==> src/rtl/vram_loader.sv <==
`default_nettype none
// ============================================================================
// Module   : vram_loader
// Purpose  : Command-driven sequencer for the video_core VRAM write port.
//            Decodes a three-byte command stream from the UART receiver
//            (ADDR 0x01, DATA 0x02, FILL 0x03) and is the only master of
//            the VRAM write port. An optional fill engine paints the whole
//            VRAM with one pattern; host DATA writes win over fill writes.
// Revision : 1.0 - initial release
// ----------------------------------------------------------------------------
// Configuration macro:
//   VRAM_LOADER_FILL_EN  defined   -> fill engine and FILL command present
//                        undefined -> no fill logic, 0x03 ignored,
//                                     o_fill_busy tied low
// ----------------------------------------------------------------------------
// Ports:
//   i_clk          in   1   system clock (same clock as the VRAM write port)
//   i_rst_n        in   1   asynchronous active-low reset
//   i_rx_data      in   8   received byte
//   i_rx_valid     in   1   one-cycle strobe qualifying i_rx_data
//   o_vram_data    out  16  registered write data
//   o_vram_wraddr  out  AW  registered write address
//   o_vram_wren    out  1   registered write enable, one cycle per word
//   o_ptr          out  AW  current host write pointer
//   o_fill_busy    out  1   fill engine has words left to write
// ============================================================================
module vram_loader #(
    parameter int WORDS = 600,
    parameter int AW    = 10
) (
    input  logic          i_clk,
    input  logic          i_rst_n,
    input  logic [7:0]    i_rx_data,
    input  logic          i_rx_valid,
    output logic [15:0]   o_vram_data,
    output logic [AW-1:0] o_vram_wraddr,
    output logic          o_vram_wren,
    output logic [AW-1:0] o_ptr,
    output logic          o_fill_busy
);

    typedef enum logic [1:0] {
        S_CMD    = 2'd0,
        S_ARG_HI = 2'd1,
        S_ARG_LO = 2'd2
    } state_t;

    localparam logic [1:0]    c_CMD_ADDR = 2'd1;
    localparam logic [1:0]    c_CMD_DATA = 2'd2;
    localparam logic [AW-1:0] c_PTR_LAST = AW'(WORDS - 1);
`ifdef VRAM_LOADER_FILL_EN
    localparam logic [1:0]    c_CMD_FILL = 2'd3;
    // Counter is one bit wider than the address so it can hold WORDS itself.
    localparam logic [AW:0]   c_FILL_END = (AW+1)'(WORDS);
`endif

    // Parser and host-side state
    state_t        r_state;
    logic [1:0]    r_cmd;
    logic [7:0]    r_hi;
    logic [AW-1:0] r_ptr;

    // Registered VRAM write port
    logic          r_wren;
    logic [15:0]   r_data;
    logic [AW-1:0] r_wraddr;

`ifdef VRAM_LOADER_FILL_EN
    logic          r_fill_busy;
    logic [AW:0]   r_fill_cnt;     // next fill address to write
    logic [15:0]   r_fill_pat;
`endif

    logic [15:0]   w_arg;
    logic [AW-1:0] w_arg_addr;
    logic          w_arg_oor;
    logic          w_exec;
    logic          w_host_wr;
    logic [AW-1:0] w_ptr_next;
    logic          w_cmd_ok;
    logic [1:0]    w_cmd_sel;

    assign w_arg      = {r_hi, i_rx_data};
    assign w_arg_addr = w_arg[AW-1:0];
    assign w_arg_oor  = (32'(w_arg_addr) >= 32'(WORDS));
    assign w_exec     = i_rx_valid && (r_state == S_ARG_LO);
    // A host write is registered in the ARG_LO cycle, so it owns the port
    // in the following cycle; the fill engine yields that same edge.
    assign w_host_wr  = w_exec && (r_cmd == c_CMD_DATA);
    assign w_ptr_next = (r_ptr == c_PTR_LAST) ? '0 : (r_ptr + AW'(1));

    // Command byte decode; anything unrecognised keeps the parser in CMD.
    always_comb begin
        w_cmd_ok  = 1'b0;
        w_cmd_sel = c_CMD_ADDR;
        case (i_rx_data)
            8'h01: begin
                w_cmd_ok  = 1'b1;
                w_cmd_sel = c_CMD_ADDR;
            end
            8'h02: begin
                w_cmd_ok  = 1'b1;
                w_cmd_sel = c_CMD_DATA;
            end
`ifdef VRAM_LOADER_FILL_EN
            8'h03: begin
                w_cmd_ok  = 1'b1;
                w_cmd_sel = c_CMD_FILL;
            end
`endif
            default: begin
                w_cmd_ok  = 1'b0;
                w_cmd_sel = c_CMD_ADDR;
            end
        endcase
    end

    always_ff @(posedge i_clk or negedge i_rst_n) begin
        if (!i_rst_n) begin
            r_state     <= S_CMD;
            r_cmd       <= c_CMD_ADDR;
            r_hi        <= 8'h00;
            r_ptr       <= '0;
            r_wren      <= 1'b0;
            r_data      <= 16'h0000;
            r_wraddr    <= '0;
`ifdef VRAM_LOADER_FILL_EN
            r_fill_busy <= 1'b0;
            r_fill_cnt  <= '0;
            r_fill_pat  <= 16'h0000;
`endif
        end else begin
            r_wren <= 1'b0;

            // Byte parser: advances only on strobed bytes.
            if (i_rx_valid) begin
                case (r_state)
                    S_CMD: begin
                        if (w_cmd_ok) begin
                            r_cmd   <= w_cmd_sel;
                            r_state <= S_ARG_HI;
                        end
                    end
                    S_ARG_HI: begin
                        r_hi    <= i_rx_data;
                        r_state <= S_ARG_LO;
                    end
                    S_ARG_LO: begin
                        r_state <= S_CMD;
                    end
                    default: begin
                        r_state <= S_CMD;
                    end
                endcase
            end

`ifdef VRAM_LOADER_FILL_EN
            // Fill engine. Written before command execution so that a host
            // DATA or a restarting FILL below overrides it on the same edge.
            if (r_fill_busy) begin
                if (r_fill_cnt == c_FILL_END) begin
                    r_fill_busy <= 1'b0;
                end else if (!w_host_wr) begin
                    r_wren     <= 1'b1;
                    r_data     <= r_fill_pat;
                    r_wraddr   <= r_fill_cnt[AW-1:0];
                    r_fill_cnt <= r_fill_cnt + (AW+1)'(1);
                end
            end
`endif

            if (w_exec) begin
                case (r_cmd)
                    c_CMD_ADDR: begin
                        r_ptr <= w_arg_oor ? '0 : w_arg_addr;
                    end
                    c_CMD_DATA: begin
                        r_wren   <= 1'b1;
                        r_data   <= w_arg;
                        r_wraddr <= r_ptr;
                        r_ptr    <= w_ptr_next;
                    end
`ifdef VRAM_LOADER_FILL_EN
                    c_CMD_FILL: begin
                        // Word 0 is issued straight away so the first fill
                        // write appears together with the busy flag; the
                        // counter therefore resumes at 1. Restarting an
                        // active fill simply lands here again.
                        r_fill_pat  <= w_arg;
                        r_fill_busy <= 1'b1;
                        r_fill_cnt  <= (AW+1)'(1);
                        r_wren      <= 1'b1;
                        r_data      <= w_arg;
                        r_wraddr    <= '0;
                    end
`endif
                    default: begin
                    end
                endcase
            end
        end
    end

    assign o_vram_data   = r_data;
    assign o_vram_wraddr = r_wraddr;
    assign o_vram_wren   = r_wren;
    assign o_ptr         = r_ptr;
`ifdef VRAM_LOADER_FILL_EN
    assign o_fill_busy   = r_fill_busy;
`else
    assign o_fill_busy   = 1'b0;
`endif

endmodule

`default_nettype wire

==> config.mk <==
export PLATFORM = sky130hd
export DESIGN_NAME = vram_loader
export DESIGN_NICKNAME = d
export VERILOG_FILES = /design/src/rtl/vram_loader.sv
export SDC_FILE = /design/constraint.sdc
export NUM_CORES = 1
export LEC_CHECK = 0
export CELL_PAD_IN_SITES_DETAIL_PLACEMENT = 2
export CELL_PAD_IN_SITES_GLOBAL_PLACEMENT = 2
export CORE_MARGIN = 10
export CORE_UTILIZATION = 35
export CTS_CLUSTER_DIAMETER = 200
export DETAILED_ROUTE_END_ITERATION = 12
export PLACE_DENSITY_LB_ADDON = 0.1
export SLEW_MARGIN = 20
export SYNTH_ARGS = -nofsm -noshare
export SYNTH_HDL_FRONTEND = slang
export SYNTH_SLANG_ARGS = --single-unit
==> constraint.sdc <==
create_clock -name i_clk -period 3.45 [get_ports i_clk]
set_input_delay 0.69 -clock i_clk [delete_from_list [all_inputs] [get_ports i_clk]]
set_output_delay 0.69 -clock i_clk [all_outputs]
set_load 0.03 [all_outputs]
==> flow_summary.json <==
{
  "end_kind": "register",
  "pwr-share-seq_pct": 54.5,
  "syn_area_sq_um": 2250,
  "outcome": "finished, final reports clean",
  "wirelength_mm": 6.33,
  "postLayoutSetupSlackWorst_ns": 1.09,
  "coreArea_sq_um": 6280,
  "crit_buf_inv": 2,
  "layout_common_cells": "48 x dfrtp_1, 46 x clkdlybuf4s50_1, 32 x mux2_2",
  "hold_ws_ns": 0.397,
  "syn_area_per_cell_sq_um": 12.0,
  "max_clock_freq_mhz": 424,
  "grt_pass1_wl_mm": 10.5,
  "synth_cell_type_count": 40,
  "crit_chain": "clkdlybuf4s50_1 > and2b_1 > nand3_1 > buf_12 > mux2_2",
  "reg2reg_to": "o_vram_data[12]$_DFFE_PN0P_",
  "setup_viol": 0,
  "clk_pin_slew_ns": 0.10,
  "dp_hpwl_mm": 4.75,
  "synth_enable_flop_cells": 0,
  "clock_latency_ns": 0.30,
  "fp.dieW_microns": 100,
  "antenna_found_initial": 0,
  "cts_resized": 0,
  "cpPeakStageDelay_ns": 0.54,
  "leakage_nw": 1.27,
  "worst_path_dominant_cell_family": "buffers and inverters",
  "switching_share_pct": 30.2,
  "vias_per_cell": 5.43,
  "hold_buffers": 0,
  "clockRootBuffer": "clkbuf_8",
  "synth_seq_cells": 49,
  "finalMaxSlewViolations": 0,
  "intPower_mw": 0.838,
  "hold_viol": 0,
  "netlist_instances": 187,
  "power_frac_comb_pct": 17.3,
  "clkPwrFrac_pct": 28.2,
  "hp-class": "input port to async pin",
  "skew_ns": 0.0101,
  "gp_congestion": 0.839,
  "crit-reg2reg-launch": "r_cmd[0]$_DFFE_PN1P_",
  "synth_warnings": 0,
  "reg2reg_setup_slack_ns": 1.20,
  "grt_pass1_vias": 1991,
  "cap_violations": 0,
  "ios": 49,
  "grt_overflow": 0,
  "cts-htree-levels": 2,
  "total_power_mw": 1.20,
  "critical_path_class": "input port to register",
  "period_share_pct": 68.3,
  "p_sw_mw": 0.362,
  "final.min_clock_period_ns": 2.36,
  "grt_max_degree": 50,
  "worstPathArrival_ns": 2.55,
  "drcViolationCount": 0,
  "num_vias": 1711,
  "syn2layout_area_growth_pct": 28.9,
  "cts_sinks": 49,
  "design.die.area_sq_um": 10000,
  "detail-route-antenna-nets": 0,
  "rsz0062_at_grt": "false",
  "layout_commonest_cell": "dfrtp_1",
  "die_y_microns": 100,
  "clockBufferDepth": 2,
  "antenna_cells": 0,
  "maxSlewHeadroom_pct": 54.3,
  "dp_slack_ns": 0.725,
  "syn_nets": 200,
  "row_count": 29,
  "grt_usage_pct": 12.9,
  "dr.pass1.iters": 4,
  "required_ns": 3.64,
  "cts_buffers": 5,
  "synth_seq_area_share_pct": 54.6,
  "rr_worst_depth": 5,
  "nFillCells": 634,
  "path_max_fanout": 20,
  "initial_core_util_pct": 35.8,
  "nets": 250,
  "powerDensity_nw_per_um2": 414,
  "cp-start-kind": "input port",
  "fin_setup_tns_ns": 0,
  "numPortBuffers": 47,
  "post_drt_wl_per_cell_microns": 20.1,
  "cp_slowest_cell": "clkdlybuf4s50_1",
  "async_flop_share_pct": 100,
  "worst_slew_pin_slew_ns": 0.685,
  "postCtsSetupBuffers": 0,
  "cts_tree": "built",
  "drive_above_1_share_pct": 21.8,
  "synth_ff_type": "dfrtp_1",
  "drt_iter0_markers": 38,
  "ir_drop_uv": 170,
  "fin_util_pct": 46.2
}
metrics by stage:
step	instance area (sq um)	cells
after global routing	2900	315
after global placement	2810	307
after CTS	2900	315
after detailed placement	2810	307
final	2900	315
after floorplan	2250	187
power by group through the flow:
stage / clock network, mW / logic [mW] / registers, mW
after global placement: 0 / 0.202 / 0.662
after CTS: 0.351 / 0.211 / 0.655
final: 0.339 / 0.208 / 0.654
after floorplan: 0 / 0.0868 / 0.687
after global routing: 0.379 / 0.228 / 0.663
after detailed placement: 0 / 0.211 / 0.666
flip-flops by register name, indices dropped and copies added (netlist names):
name and flops:
o_vram_wren 1, o_vram_wraddr 10, r_hi 8, r_cmd 2, o_ptr 10, o_vram_data 16
r_state 2
layer usage:
| metal | share of wire (%) | up-vias | GRT usage [%] |
|---|---|---|---|
| met1 | 42 | 879 | 14.8 |
| met4 | 1.8 | 0 | 4.24 |
| li1 | - | 781 | - |
| met2 | 52 | 40 | 22.6 |
| met3 | 5.0 | 11 | 3.57 |
| met5 | 0 | - | 0 |
kinds of logic (layout without fill, tap and decap cells):
kind of cell / count (synthesis) / after routing / share of synthesized area (%)
XOR/XNOR: 1 / 1 / 0.390
multiplexers: 32 / 32 / 16.0
AO/OA/AOI/OAI: 37 / 37 / 13.0
buffers and inverters: 14 / 65 / 2.78
adder cells (fa/ha/maj): 2 / 2 / 1.11
AND/OR/NAND/NOR: 51 / 51 / 11.9
other: 1 / 1 / 0.167
flip-flops: 49 / 49 / 54.6
how the worst max path moves through the flow:
| stage | startpoint | to | slack, ns | cells after the start |
|---|---|---|---|---|
| global route | i_rx_valid | o_vram_data[12]$_DFFE_PN0P_ | 0.98 | 5 |
| detailed placement | i_rx_valid | o_vram_data[11]$_DFFE_PN0P_ | 0.72 | 5 |
| CTS | i_rx_valid | o_vram_data[11]$_DFFE_PN0P_ | 1.07 | 5 |
| finish | i_rx_valid | o_vram_data[12]$_DFFE_PN0P_ | 1.09 | 5 |
| global placement | i_rx_valid | o_vram_data[12]$_DFFE_PN0P_ | 0.86 | 5 |
| floorplan | o_ptr[1]$_DFFE_PN0P_ | o_ptr[3]$_DFFE_PN0P_ | 1.45 | 5 |
synth_stat cells (3+ instances only):
cell type / number / area (sq um)
nor2_1: 6 / 22.5
o2bb2ai_1: 4 / 35.0
a221oi_2: 3 / 45.0
nor3_1: 4 / 20.0
nor4_1: 5 / 31.3
inv_1: 7 / 26.3
buf_2: 5 / 25.0
dfrtp_1: 48 / 1200
mux2_2: 32 / 360
nand3_1: 11 / 55.1
o21ai_0: 14 / 70.1
nand2_1: 13 / 48.8
a21oi_1: 3 / 15.0
layout make-up:
| cell class | instances | area (sq um) | area share (%) |
|---|---|---|---|
| Sequential cell | 49 | 1230 | 42.3 |
| Multi-Input combinational cell | 124 | 958 | 33.1 |
| Timing Repair Buffer | 50 | 503 | 17.4 |
| Tap cell | 77 | 96.3 | 3.32 |
| Clock buffer | 6 | 72.6 | 2.50 |
| Inverter | 7 | 26.3 | 0.906 |
| Clock inverter | 2 | 15.0 | 0.518 |
No activity file was read; power rests on OpenSTA's default activity.
